==> src/rtl/alu_req_arbiter_pkg.sv <==
// rtl/alu_req_arbiter_pkg.sv - shared types and constants for alu_req_arbiter
// Purpose: FSM state type, flag bit positions, multiply command codes and
//          INP_VALID encodings used by the arbiter and its sub-modules.
// Ports:   none (package alu_arb_pkg).
package alu_arb_pkg;

   typedef enum logic [1:0] {
      IDLE  = 2'd0,
      ISSUE = 2'd1,
      WAIT  = 2'd2,
      RESP  = 2'd3
   } state_t;

   // Bit positions inside rsp_flags = {COUT, ERR, OFLOW, G, E, L}
   localparam int FLAG_L     = 0;
   localparam int FLAG_E     = 1;
   localparam int FLAG_G     = 2;
   localparam int FLAG_OFLOW = 3;
   localparam int FLAG_ERR   = 4;
   localparam int FLAG_COUT  = 5;

   // Arithmetic-mode commands that take the longer multiply latency
   localparam int CMD_MUL_INC = 9;
   localparam int CMD_MUL_SHL = 10;

   localparam logic [1:0] INP_VALID_BOTH = 2'b11;
   localparam logic [1:0] INP_VALID_NONE = 2'b00;

endpackage

==> src/rtl/alu_req_arbiter_if.sv <==
// rtl/alu_req_arbiter_if.sv - requester and ALU signal bundle for alu_req_arbiter
// Purpose: groups the per-requester request/response bus and the ALU pin bus.
// Ports (signals):
//   req_valid/req_ready/req_opa/req_opb/req_cmd/req_mode/req_cin : request side
//   rsp_valid/rsp_res/rsp_flags/busy                             : response side
//   alu_opa/alu_opb/alu_cmd/alu_mode/alu_cin/alu_ce/alu_inp_valid : to ALU
//   alu_res/alu_cout/alu_err/alu_oflow/alu_g/alu_e/alu_l          : from ALU
// Modports: master = requesters + ALU, slave = arbiter.
interface alu_req_arbiter_if #(
   parameter int NREQ = 4,
   parameter int DW   = 8,
   parameter int CW   = 4,
   parameter int RW   = 16
) ();
   logic [NREQ-1:0]    req_valid;
   logic [NREQ-1:0]    req_ready;
   logic [NREQ*DW-1:0] req_opa;
   logic [NREQ*DW-1:0] req_opb;
   logic [NREQ*CW-1:0] req_cmd;
   logic [NREQ-1:0]    req_mode;
   logic [NREQ-1:0]    req_cin;
   logic [NREQ-1:0]    rsp_valid;
   logic [RW-1:0]      rsp_res;
   logic [5:0]         rsp_flags;
   logic               busy;
   logic [DW-1:0]      alu_opa;
   logic [DW-1:0]      alu_opb;
   logic [CW-1:0]      alu_cmd;
   logic               alu_mode;
   logic               alu_cin;
   logic               alu_ce;
   logic [1:0]         alu_inp_valid;
   logic [RW-1:0]      alu_res;
   logic               alu_cout;
   logic               alu_err;
   logic               alu_oflow;
   logic               alu_g;
   logic               alu_e;
   logic               alu_l;

   modport master (
      output req_valid, req_opa, req_opb, req_cmd, req_mode, req_cin,
      output alu_res, alu_cout, alu_err, alu_oflow, alu_g, alu_e, alu_l,
      input  req_ready, rsp_valid, rsp_res, rsp_flags, busy,
      input  alu_opa, alu_opb, alu_cmd, alu_mode, alu_cin, alu_ce, alu_inp_valid
   );

   modport slave (
      input  req_valid, req_opa, req_opb, req_cmd, req_mode, req_cin,
      input  alu_res, alu_cout, alu_err, alu_oflow, alu_g, alu_e, alu_l,
      output req_ready, rsp_valid, rsp_res, rsp_flags, busy,
      output alu_opa, alu_opb, alu_cmd, alu_mode, alu_cin, alu_ce, alu_inp_valid
   );
endinterface

==> src/rtl/alu_req_arbiter_rr_arbiter.sv <==
// rtl/alu_req_arbiter_rr_arbiter.sv - combinational round-robin grant
// Purpose: picks the first set request at or after i_ptr, wrapping modulo NREQ.
// Ports:
//   i_req   in  NREQ  request vector
//   i_ptr   in  PW    search start index (pointer register lives in the parent)
//   o_grant out NREQ  one-hot grant (zero when no request)
//   o_idx   out PW    index of the granted requester
//   o_any   out 1     at least one request present
module rr_arbiter #(
   parameter int NREQ = 4,
   parameter int PW   = (NREQ > 1) ? $clog2(NREQ) : 1
) (
   input  logic [NREQ-1:0] i_req,
   input  logic [PW-1:0]   i_ptr,
   output logic [NREQ-1:0] o_grant,
   output logic [PW-1:0]   o_idx,
   output logic            o_any
);
   // One extra bit so ptr + offset cannot overflow before the modulo fold
   logic [PW:0] w_sum;

   always_comb begin
      o_grant = '0;
      o_idx   = '0;
      o_any   = 1'b0;
      w_sum   = '0;
      for (int k = 0; k < NREQ; k++) begin
         w_sum = {1'b0, i_ptr} + (PW+1)'(k);
         if (w_sum >= (PW+1)'(NREQ)) begin
            w_sum = w_sum - (PW+1)'(NREQ);
         end
         if (!o_any && i_req[w_sum[PW-1:0]]) begin
            o_any                = 1'b1;
            o_idx                = w_sum[PW-1:0];
            o_grant[w_sum[PW-1:0]] = 1'b1;
         end
      end
   end
endmodule

==> src/rtl/alu_req_arbiter.sv <==
// rtl/alu_req_arbiter.sv - round-robin sharing of one ALU among NREQ requesters
// Purpose: grants one request at a time, drives the ALU pins for the
//          command-dependent latency, captures result and flags, and pulses
//          rsp_valid to the requester that won.
// Ports:
//   CLK  in  clock
//   RST  in  synchronous active-high reset
//   bus  alu_req_arbiter_if.slave (request, response and ALU pin buses)
// Optional macro: ALU_ARB_PRIO0_EN gives requester 0 absolute priority.
module alu_req_arbiter
   import alu_arb_pkg::*;
#(
   parameter int NREQ    = 4,
   parameter int DW      = 8,
   parameter int CW      = 4,
   parameter int RW      = 16,
   parameter int LAT     = 1,
   parameter int MUL_LAT = 2
) (
   input  logic             CLK,
   input  logic             RST,
   alu_req_arbiter_if.slave bus
);
   localparam int PW   = (NREQ > 1) ? $clog2(NREQ) : 1;
   localparam int CNTW = 8;

   state_t          r_state, w_next;
   logic [PW-1:0]   r_ptr, r_owner;
   logic [DW-1:0]   r_opa, r_opb;
   logic [CW-1:0]   r_cmd;
   logic            r_mode, r_cin;
   logic [CNTW-1:0] r_cnt;
   logic [RW-1:0]   r_rsp_res;
   logic [5:0]      r_rsp_flags;

   logic [NREQ-1:0] w_rr_grant, w_grant, w_ready, w_rsp_valid;
   logic [PW-1:0]   w_rr_idx, w_idx;
   logic            w_rr_any, w_any, w_ptr_upd, w_take, w_is_mul, w_last;
   logic            w_ce;
   logic [1:0]      w_inp_valid;
   logic [5:0]      w_flags;

   rr_arbiter #(.NREQ(NREQ), .PW(PW)) u_rr (
      .i_req   (bus.req_valid),
      .i_ptr   (r_ptr),
      .o_grant (w_rr_grant),
      .o_idx   (w_rr_idx),
      .o_any   (w_rr_any)
   );

`ifdef ALU_ARB_PRIO0_EN
   // Requester 0 bypasses the rotation and leaves the pointer untouched,
   // so the others keep their round-robin position.
   assign w_grant   = bus.req_valid[0] ? NREQ'(1) : w_rr_grant;
   assign w_idx     = bus.req_valid[0] ? '0 : w_rr_idx;
   assign w_any     = w_rr_any;
   assign w_ptr_upd = !bus.req_valid[0];
`else
   assign w_grant   = w_rr_grant;
   assign w_idx     = w_rr_idx;
   assign w_any     = w_rr_any;
   assign w_ptr_upd = 1'b1;
`endif

   assign w_take   = (r_state == IDLE) && w_any;
   assign w_is_mul = r_mode && ((r_cmd == CW'(CMD_MUL_INC)) || (r_cmd == CW'(CMD_MUL_SHL)));
   assign w_last   = (r_state == WAIT) && (r_cnt == CNTW'(1));

   always_comb begin
      w_flags             = '0;
      w_flags[FLAG_COUT]  = bus.alu_cout;
      w_flags[FLAG_ERR]   = bus.alu_err;
      w_flags[FLAG_OFLOW] = bus.alu_oflow;
      w_flags[FLAG_G]     = bus.alu_g;
      w_flags[FLAG_E]     = bus.alu_e;
      w_flags[FLAG_L]     = bus.alu_l;
   end

   always_ff @(posedge CLK) begin
      if (RST) r_state <= IDLE;
      else     r_state <= w_next;
   end

   always_comb begin
      w_next      = r_state;
      w_ready     = '0;
      w_rsp_valid = '0;
      w_ce        = 1'b0;
      w_inp_valid = INP_VALID_NONE;
      case (r_state)
         IDLE: begin
            // Grant is suppressed while reset is asserted because that edge
            // does not accept the payload.
            if (!RST) w_ready = w_grant;
            if (w_any) w_next = ISSUE;
         end
         ISSUE: begin
            w_ce        = 1'b1;
            w_inp_valid = INP_VALID_BOTH;
            w_next      = WAIT;
         end
         WAIT: begin
            w_ce        = 1'b1;
            w_inp_valid = INP_VALID_BOTH;
            if (w_last) w_next = RESP;
         end
         RESP: begin
            w_rsp_valid[r_owner] = 1'b1;
            w_next               = IDLE;
         end
         default: w_next = IDLE;
      endcase
   end

   always_ff @(posedge CLK) begin
      if (RST) begin
         r_ptr       <= '0;
         r_owner     <= '0;
         r_opa       <= '0;
         r_opb       <= '0;
         r_cmd       <= '0;
         r_mode      <= 1'b0;
         r_cin       <= 1'b0;
         r_cnt       <= '0;
         r_rsp_res   <= '0;
         r_rsp_flags <= '0;
      end else begin
         if (w_take) begin
            r_opa   <= bus.req_opa[w_idx*DW +: DW];
            r_opb   <= bus.req_opb[w_idx*DW +: DW];
            r_cmd   <= bus.req_cmd[w_idx*CW +: CW];
            r_mode  <= bus.req_mode[w_idx];
            r_cin   <= bus.req_cin[w_idx];
            r_owner <= w_idx;
            if (w_ptr_upd) begin
               r_ptr <= (w_idx == PW'(NREQ-1)) ? '0 : w_idx + 1'b1;
            end
         end
         if (r_state == ISSUE) begin
            r_cnt <= w_is_mul ? CNTW'(MUL_LAT) : CNTW'(LAT);
         end else if (r_state == WAIT) begin
            r_cnt <= r_cnt - 1'b1;
         end
         // Captured on the WAIT->RESP edge so the value is already on the
         // bus during the single rsp_valid cycle, then held until next time.
         if (w_last) begin
            r_rsp_res   <= bus.alu_res;
            r_rsp_flags <= w_flags;
         end
      end
   end

   assign bus.req_ready     = w_ready;
   assign bus.rsp_valid     = w_rsp_valid;
   assign bus.rsp_res       = r_rsp_res;
   assign bus.rsp_flags     = r_rsp_flags;
   assign bus.busy          = (r_state != IDLE);
   assign bus.alu_opa       = r_opa;
   assign bus.alu_opb       = r_opb;
   assign bus.alu_cmd       = r_cmd;
   assign bus.alu_mode      = r_mode;
   assign bus.alu_cin       = r_cin;
   assign bus.alu_ce        = w_ce;
   assign bus.alu_inp_valid = w_inp_valid;
endmodule

==> src/flat_wrapper.sv <==
// flat-port wrapper written by rule: the top's interface ports become plain ports
module alu_req_arbiter_flat import alu_arb_pkg::*;
#(
   parameter int NREQ    = 4,
   parameter int DW      = 8,
   parameter int CW      = 4,
   parameter int RW      = 16,
   parameter int LAT     = 1,
   parameter int MUL_LAT = 2
)
  (CLK, RST, bus_req_valid, bus_req_opa, bus_req_opb, bus_req_cmd, bus_req_mode, bus_req_cin, bus_alu_res, bus_alu_cout, bus_alu_err, bus_alu_oflow, bus_alu_g, bus_alu_e, bus_alu_l, bus_req_ready, bus_rsp_valid, bus_rsp_res, bus_rsp_flags, bus_busy, bus_alu_opa, bus_alu_opb, bus_alu_cmd, bus_alu_mode, bus_alu_cin, bus_alu_ce, bus_alu_inp_valid);
  alu_req_arbiter_if #(.NREQ(NREQ), .DW(DW), .CW(CW), .RW(RW)) bus_i ();
  input  logic CLK;
  input  logic RST;
  input wire logic [$bits(bus_i.req_valid)-1:0] bus_req_valid;
  input wire logic [$bits(bus_i.req_opa)-1:0] bus_req_opa;
  input wire logic [$bits(bus_i.req_opb)-1:0] bus_req_opb;
  input wire logic [$bits(bus_i.req_cmd)-1:0] bus_req_cmd;
  input wire logic [$bits(bus_i.req_mode)-1:0] bus_req_mode;
  input wire logic [$bits(bus_i.req_cin)-1:0] bus_req_cin;
  input wire logic [$bits(bus_i.alu_res)-1:0] bus_alu_res;
  input wire logic [$bits(bus_i.alu_cout)-1:0] bus_alu_cout;
  input wire logic [$bits(bus_i.alu_err)-1:0] bus_alu_err;
  input wire logic [$bits(bus_i.alu_oflow)-1:0] bus_alu_oflow;
  input wire logic [$bits(bus_i.alu_g)-1:0] bus_alu_g;
  input wire logic [$bits(bus_i.alu_e)-1:0] bus_alu_e;
  input wire logic [$bits(bus_i.alu_l)-1:0] bus_alu_l;
  output wire logic [$bits(bus_i.req_ready)-1:0] bus_req_ready;
  output wire logic [$bits(bus_i.rsp_valid)-1:0] bus_rsp_valid;
  output wire logic [$bits(bus_i.rsp_res)-1:0] bus_rsp_res;
  output wire logic [$bits(bus_i.rsp_flags)-1:0] bus_rsp_flags;
  output wire logic [$bits(bus_i.busy)-1:0] bus_busy;
  output wire logic [$bits(bus_i.alu_opa)-1:0] bus_alu_opa;
  output wire logic [$bits(bus_i.alu_opb)-1:0] bus_alu_opb;
  output wire logic [$bits(bus_i.alu_cmd)-1:0] bus_alu_cmd;
  output wire logic [$bits(bus_i.alu_mode)-1:0] bus_alu_mode;
  output wire logic [$bits(bus_i.alu_cin)-1:0] bus_alu_cin;
  output wire logic [$bits(bus_i.alu_ce)-1:0] bus_alu_ce;
  output wire logic [$bits(bus_i.alu_inp_valid)-1:0] bus_alu_inp_valid;
  assign bus_i.req_valid = bus_req_valid;
  assign bus_i.req_opa = bus_req_opa;
  assign bus_i.req_opb = bus_req_opb;
  assign bus_i.req_cmd = bus_req_cmd;
  assign bus_i.req_mode = bus_req_mode;
  assign bus_i.req_cin = bus_req_cin;
  assign bus_i.alu_res = bus_alu_res;
  assign bus_i.alu_cout = bus_alu_cout;
  assign bus_i.alu_err = bus_alu_err;
  assign bus_i.alu_oflow = bus_alu_oflow;
  assign bus_i.alu_g = bus_alu_g;
  assign bus_i.alu_e = bus_alu_e;
  assign bus_i.alu_l = bus_alu_l;
  assign bus_req_ready = bus_i.req_ready;
  assign bus_rsp_valid = bus_i.rsp_valid;
  assign bus_rsp_res = bus_i.rsp_res;
  assign bus_rsp_flags = bus_i.rsp_flags;
  assign bus_busy = bus_i.busy;
  assign bus_alu_opa = bus_i.alu_opa;
  assign bus_alu_opb = bus_i.alu_opb;
  assign bus_alu_cmd = bus_i.alu_cmd;
  assign bus_alu_mode = bus_i.alu_mode;
  assign bus_alu_cin = bus_i.alu_cin;
  assign bus_alu_ce = bus_i.alu_ce;
  assign bus_alu_inp_valid = bus_i.alu_inp_valid;
  alu_req_arbiter #(.NREQ(NREQ), .DW(DW), .CW(CW), .RW(RW), .LAT(LAT), .MUL_LAT(MUL_LAT)) u_core (.CLK(CLK), .RST(RST), .bus(bus_i));
endmodule
==> config.mk <==
export PLATFORM = sky130hd
export DESIGN_NAME = alu_req_arbiter_flat
export DESIGN_NICKNAME = d
export VERILOG_FILES = /design/src/rtl/alu_req_arbiter_pkg.sv /design/src/rtl/alu_req_arbiter_if.sv /design/src/rtl/alu_req_arbiter_rr_arbiter.sv /design/src/rtl/alu_req_arbiter.sv /design/src/flat_wrapper.sv
export SDC_FILE = /design/constraint.sdc
export NUM_CORES = 1
export LEC_CHECK = 0
export ABC_CLOCK_PERIOD_IN_PS = 4700
export BUFFER_PORTS_ARGS = -buffer_cell sky130_fd_sc_hd__buf_2
export CORE_MARGIN = 2
export CORE_UTILIZATION = 49
export DETAILED_ROUTE_END_ITERATION = 8
export PLACE_DENSITY = 0.85
export SLEW_MARGIN = 20
export SYNTH_ARGS = -nofsm -noshare
export SYNTH_HDL_FRONTEND = slang
export SYNTH_SLANG_ARGS = --single-unit
==> constraint.sdc <==
create_clock -name CLK -period 4.7 [get_ports CLK]
set_input_delay 0.94 -clock CLK [delete_from_list [all_inputs] [get_ports CLK]]
set_output_delay 0.94 -clock CLK [all_outputs]
set_load 0.05 [all_outputs]
==> results.json, run 1 <==
{
  "cts_root_buf": "clkbuf_8",
  "path_cells": "inv_1, ha_1, mux4_2, nor4b_4, a221oi_1, nor2_1, buf_2",
  "ys.flop_type": "dfxtp_1",
  "ys_warn_count": 0,
  "yosysUniqueCellTypes": 47,
  "area_growth_pct": 33.4,
  "skew_ns": 0.0118,
  "clk_latency_ns": 0.33,
  "outcome": "finished, final reports clean",
  "dieArea_um2": 7410,
  "dieWidth_um": 86.1,
  "hold_buffers": 0,
  "syn_nets": 467,
  "synthArstFlopShare_pct": 0,
  "drt_pass1_iterations": 5,
  "synthCells": 336,
  "cts_tree": "done",
  "synth_area_leaders": "dfxtp_1, mux2i_1, nor2_1",
  "crit_slowest_cell": "mux4_2",
  "fin_crit_ns": 4.07,
  "total_power_uw": 3250,
  "dpl.cell_count": 569,
  "vias": 3085,
  "synth_most_common_cell": "mux2i_1",
  "fin_crit_sh_pct": 86.7,
  "slew_headroom_pct": 57.3,
  "ir_worst_vdd_mv": 0.449,
  "synth_top_area_share_pct": 35.2,
  "postRouteWirelength_um": 8390,
  "cp-startpoint": "u_core.r_ptr[1]",
  "whs_ns": 0.462,
  "rsz0062_at_grt": "no",
  "antenna_left": 0,
  "cts_buffers": 9,
  "clk_pin_slew_ns": 0.07,
  "yosys-top-cells-count": "mux2i_1, dfxtp_1, nor2_1",
  "grt_pass1_wl_um": 13300,
  "grt_pass1_vias": 2958,
  "core_um2": 6420,
  "num_antenna_cells": 0,
  "fp.dieH_um": 86.1,
  "hold_path.startpoint": "u_core.bus.alu_opa[0]",
  "path_class": "reg2out",
  "p_per_area_nw_per_um2": 737,
  "synth_area_um2": 3300,
  "place.gp.congestion": 0.840,
  "viasPerCell": 5.27,
  "cp_max_fo": 9,
  "std_cell_rows": 29,
  "final.setup.tns_ns": 0,
  "drive_above_1_share_pct": 41.3,
  "start_kind": "flop",
  "avgSynthCellArea_um2": 9.83,
  "synth_edf_count": 0,
  "worst_slew_pin_slew_ns": 0.632,
  "seq_area_frac_synth_pct": 35.2,
  "crit_path_end_kind": "primary output",
  "htreeDepth": 3,
  "grt_overflow": 0,
  "drc": 0,
  "first_iter_violations": 128,
  "cts_setup_buffers": 0,
  "max_stage_delay_ns": 0.66,
  "clock.fmax_mhz": 245,
  "slew_viol_final": 0,
  "required_ns": 3.76,
  "fillers": 511,
  "dp_slack_ns": 0.988,
  "setup_violations": 0,
  "grt_max_degree": 46,
  "dp_hpwl_um": 6460,
  "p_leak_uw": 0.00229,
  "finalHoldViolCount": 0,
  "cts_resized": 0,
  "finalNonFillerCells": 585,
  "antenna_found_initial": 0,
  "portBuffers": 171,
  "initial_core_util_pct": 51.4,
  "nets": 634,
  "io_pins": 172,
  "grt_use_total_pct": 22.3,
  "cap_violations": 0,
  "synth_top_cell_by_area": "dfxtp_1",
  "wl_per_cell_um": 14.3,
  "clock_sinks": 58,
  "worstPathArrival_ns": 3.13,
  "hp-class": "reg2reg",
  "cts_buffer_depth": 2,
  "ys_ff_latch": 58,
  "r2r-start": "u_core.r_ptr[1]",
  "finalWorstSetupSlack_ns": 0.626
}
metal layers:
layer	global-route usage, %	share of wire, %	vias to the layer above
li1	-	-	1550
met1	26.3	41	1381
met2	38.0	48	144
met3	7.03	9.2	10
met4	8.37	1.3	0
met5	0	0	-
path summary, 6_finish.rpt:
kind	end	slack, ns	cells after the start
worst max-delay path	bus_req_ready[1]	0.63	7
worst min register to register	u_core.bus.alu_opa[0]	0.46	2
worst min-delay path	u_core.bus.alu_opa[0]	0.46	2
worst max register to register	u_core.r_ptr[0]	1.29	11
layout make-up:
type                    count  area, um^2  share of cell area [%]
multi-input cells         248        1950                    44.3
flip-flops and latches     58        1160                    26.3
repair buffers            177         913                    20.7
clock inverters             7         125                    2.84
clock buffers               9         124                    2.81
well taps                  77        96.3                    2.19
inverters                   9        33.8                   0.767
stage by stage:
stage | util [%] | area [um^2]
after CTS | 68.6 | 4410
after floorplan | - | 3300
final | 68.6 | 4410
after global placement | 64.7 | 4160
after detailed placement | 64.7 | 4160
after global routing | 68.6 | 4410
layout by cell type, fill, tap and decap left out, types with 2 or more instances in the layout:
| cell type | n |
|---|---|
| nor2_1 | 53 |
| clkbuf_8 | 9 |
| mux2_2 | 2 |
| mux2i_1 | 70 |
| dfxtp_1 | 58 |
| nor4_1 | 2 |
| buf_4 | 5 |
| a21oi_1 | 4 |
| xor2_1 | 3 |
| bufinv_16 | 3 |
| o221ai_2 | 3 |
| nor4b_1 | 2 |
| o221ai_1 | 20 |
| xnor2_1 | 5 |
| inv_1 | 9 |
| buf_2 | 171 |
| ha_1 | 15 |
| clkinv_4 | 3 |
| mux4_2 | 4 |
| a22oi_1 | 6 |
| nor3_1 | 4 |
| nand2_1 | 27 |
| and3_1 | 2 |
| a221oi_1 | 4 |
flip-flops by register name (all words and copies together) (netlist names):
name                  cells
u_core.bus.alu_opa        8
u_core.r_owner            2
u_core.bus.rsp_flags      6
u_core.bus.alu_opb        8
u_core.r_cnt              8
u_core.bus.rsp_res       16
u_core.bus.alu_cin        1
u_core.bus.alu_cmd        4
u_core.r_ptr              2
u_core.bus.alu_mode       1
u_core.r_state            2
kinds of logic (layout without fill, tap and decap cells):
| family | Yosys count | count (layout) | share of synthesized area (%) |
|---|---|---|---|
| mux | 76 | 76 | 24.6 |
| fa+ha+maj | 15 | 15 | 5.68 |
| compound gates | 47 | 47 | 12.0 |
| flops | 58 | 58 | 35.2 |
| xor+xnor | 8 | 8 | 2.12 |
| simple gates | 102 | 102 | 14.4 |
| buf+inv | 30 | 202 | 6.06 |
report_power, final:
part,switching (uW),internal [uW]
sequential,105,645
clock,211,357
combinational,1260,673
total,1570,1670
critical path: cells and delay by family (launching register included):
family,cells,cell delay (ns)
adder cells (fa/ha/maj),1,0.43
AO/OA/AOI/OAI,1,0.15
multiplexers,1,0.66
AND/OR/NAND/NOR,2,0.55
buffers and inverters,2,0.47
flip-flops,1,0.55
No activity file was read; power rests on OpenSTA's default activity.
==> run 2: changes to the inputs <==
--- a/config.mk
+++ b/config.mk
@@ -10,5 +10,5 @@
 export CORE_MARGIN = 2
-export CORE_UTILIZATION = 49
+export CORE_UTILIZATION = 30
 export DETAILED_ROUTE_END_ITERATION = 8
-export PLACE_DENSITY = 0.85
+export PLACE_DENSITY = 0.56
 export SLEW_MARGIN = 20
==> constraint.sdc (replaced) <==
create_clock -name CLK -period 4.7 [get_ports CLK]
set_input_delay 0.47 -clock CLK [delete_from_list [all_inputs] [get_ports CLK]]
set_output_delay 0.47 -clock CLK [all_outputs]
set_load 0.05 [all_outputs]
==> run 2 against run 1 <==
Compared with the run above:
- final cell count rose by 11%
- register-to-register slack improved by 0.11 ns
- highest routed layer unchanged
- critical path type unchanged
- largest power group unchanged
- critical path depth did not move
- clock-buffer cell count rose by 2
- critical endpoint is now bus_req_ready[0]
- worst setup slack improved by 0.45 ns
- global-route usage fell by 7.4 points
- design area fell by 0.14%
- fmax rose by 12%
- largest cell class unchanged
- sequential power barely moved
- first-iteration DRC count fell by 22%
- utilization fell by 28 points
==> results.json, run 2 (synthesis results as in run 1) <==
{
  "path_class": "reg2out",
  "nets": 633,
  "initial_core_util_pct": 30.6,
  "cts_buffer_depth": 2,
  "final.setup.tns_ns": 0,
  "p_int_uw": 1520,
  "cap_violations": 0,
  "largest_reg_flops": 16,
  "dieWidth_um": 109,
  "viasPerCell": 4.79,
  "cp_max_fo": 9,
  "clock.fmax_mhz": 276,
  "drive_above_1_share_pct": 41.0,
  "required_ns": 4.23,
  "seqPwrFrac_pct": 24.4,
  "p_sw_uw": 1570,
  "start_kind": "flop",
  "dieArea_um2": 11900,
  "finalHoldViolCount": 0,
  "antenna_left": 0,
  "p_leak_uw": 0.00225,
  "fin_crit_sh_pct": 77.2,
  "area_growth_pct": 33.2,
  "hp-class": "in2reg",
  "p_per_area_nw_per_um2": 702,
  "cts_buffers": 9,
  "rsz0062_at_grt": "no",
  "slew_headroom_pct": 54.0,
  "ir_worst_vdd_mv": 0.328,
  "antenna_found_initial": 0,
  "vias": 3096,
  "wl_met1_um": 3830,
  "grt_max_degree": 40,
  "outcome": "finished, final reports clean",
  "io_pins": 172,
  "portBuffers": 171,
  "cts_resized": 0,
  "fillers": 1094,
  "pwr-share-comb_pct": 62.5,
  "clkPwrFrac_pct": 13.1,
  "whs_ns": 0.373,
  "first_iter_violations": 100,
  "met2_length_um": 4020,
  "htreeDepth": 3,
  "grt_pass1_vias": 2953,
  "crit_path_end_kind": "primary output",
  "skew_ns": 0.00840,
  "postRouteWirelength_um": 8920,
  "cts_root_buf": "clkbuf_8",
  "setup_violations": 0,
  "sw_frac_of_total_pct": 50.8,
  "drt_pass1_iterations": 4,
  "clk_pin_slew_ns": 0.07,
  "wl_met3_um": 889,
  "clock_sinks": 58,
  "worstPathArrival_ns": 3.16,
  "drc": 0,
  "wl_per_cell_um": 13.8,
  "cts_tree": "done",
  "final_common_cell": "buf_2",
  "place.gp.congestion": 0.793,
  "slew_viol_final": 0,
  "worst_slew_pin_slew_ns": 0.681,
  "dr.max_layer_used": "met4",
  "core_um2": 10800,
  "grt_pass1_wl_um": 13900,
  "num_antenna_cells": 0,
  "multi_input_area_um2": 1950,
  "cts_setup_buffers": 0,
  "seq_area_um2": 1160,
  "hold_buffers": 0,
  "fin_crit_ns": 3.63,
  "dp_hpwl_um": 6710,
  "fp.dieH_um": 109,
  "std_cell_rows": 38,
  "grt_overflow": 0,
  "final_cell_mix": "buf_2, mux2i_1, dfxtp_1, nor2_1, nand2_1",
  "grt_use_total_pct": 15.0,
  "clk_latency_ns": 0.33
}
run 2: cell count changes in the layout (fill, tap and decap cells not counted), sizes merged:
cell	previous run	this run
bufinv	3	0
clkbuf	9	11
clkinvlp	0	2
buf	177	176
inv	10	9
run 2: worst paths after layout:
| check | startpoint | to | slack [ns] | depth (start not counted) |
|---|---|---|---|---|
| max reg2reg | u_core.r_ptr[1] | u_core.bus.alu_mode | 1.40 | 9 |
| min | bus_alu_res[6] | u_core.bus.rsp_res[6] | 0.37 | 3 |
| max | u_core.r_ptr[1] | bus_req_ready[0] | 1.07 | 7 |
| min reg2reg | u_core.bus.alu_opa[6] | u_core.bus.alu_opa[6] | 0.47 | 2 |
run 2: final cells by class:
cell class / count / share of cell area [%]
timing repair buffer: 176 / 20.6
tap: 140 / 3.98
sequential: 58 / 26.4
multi-input combinational: 248 / 44.4
clock buffer: 11 / 3.21
clock inverter: 5 / 0.682
inverter: 9 / 0.768
run 2: power by group through the flow:
stage / logic [uW] / clock network, uW / registers (uW)
after detailed placement: 1940 / 0 / 760
after floorplan: 1290 / 0 / 1110
after global routing: 2090 / 448 / 775
after global placement: 1920 / 0 / 755
after CTS: 1950 / 426 / 754
final: 1930 / 406 / 754
run 2: metal layers:
layer,vias up,GRT usage [%]
met2,142,24.2
met5,-,0
met1,1397,18.2
met4,0,6.41
met3,14,4.96
li1,1543,-
run 2: through the flow:
stage / utilization [%] / instance area (um^2) / setup slack, ns / total power [uW] / std cells
3_3_place_gp: 39.2 / 4230 / 1.49 / 2680 / 631
6_report: 40.8 / 4400 / 1.07 / 3090 / 647
3_5_place_dp: 39.2 / 4230 / 1.38 / 2700 / 631
4_1_cts: 40.8 / 4400 / 1.08 / 3130 / 647
2_1_floorplan: - / 3300 / 1.29 / 2400 / 336
5_1_grt: 40.8 / 4400 / 0.879 / 3310 / 647
run 2: critical path: stages, from the launching register on:
cell,delay [ns]
dfxtp_1,0.54
inv_1,0.19
ha_1,0.41
mux4_2,0.65
nor4b_4,0.46
a221oi_1,0.15
nor2_1,0.13
buf_2,0.28
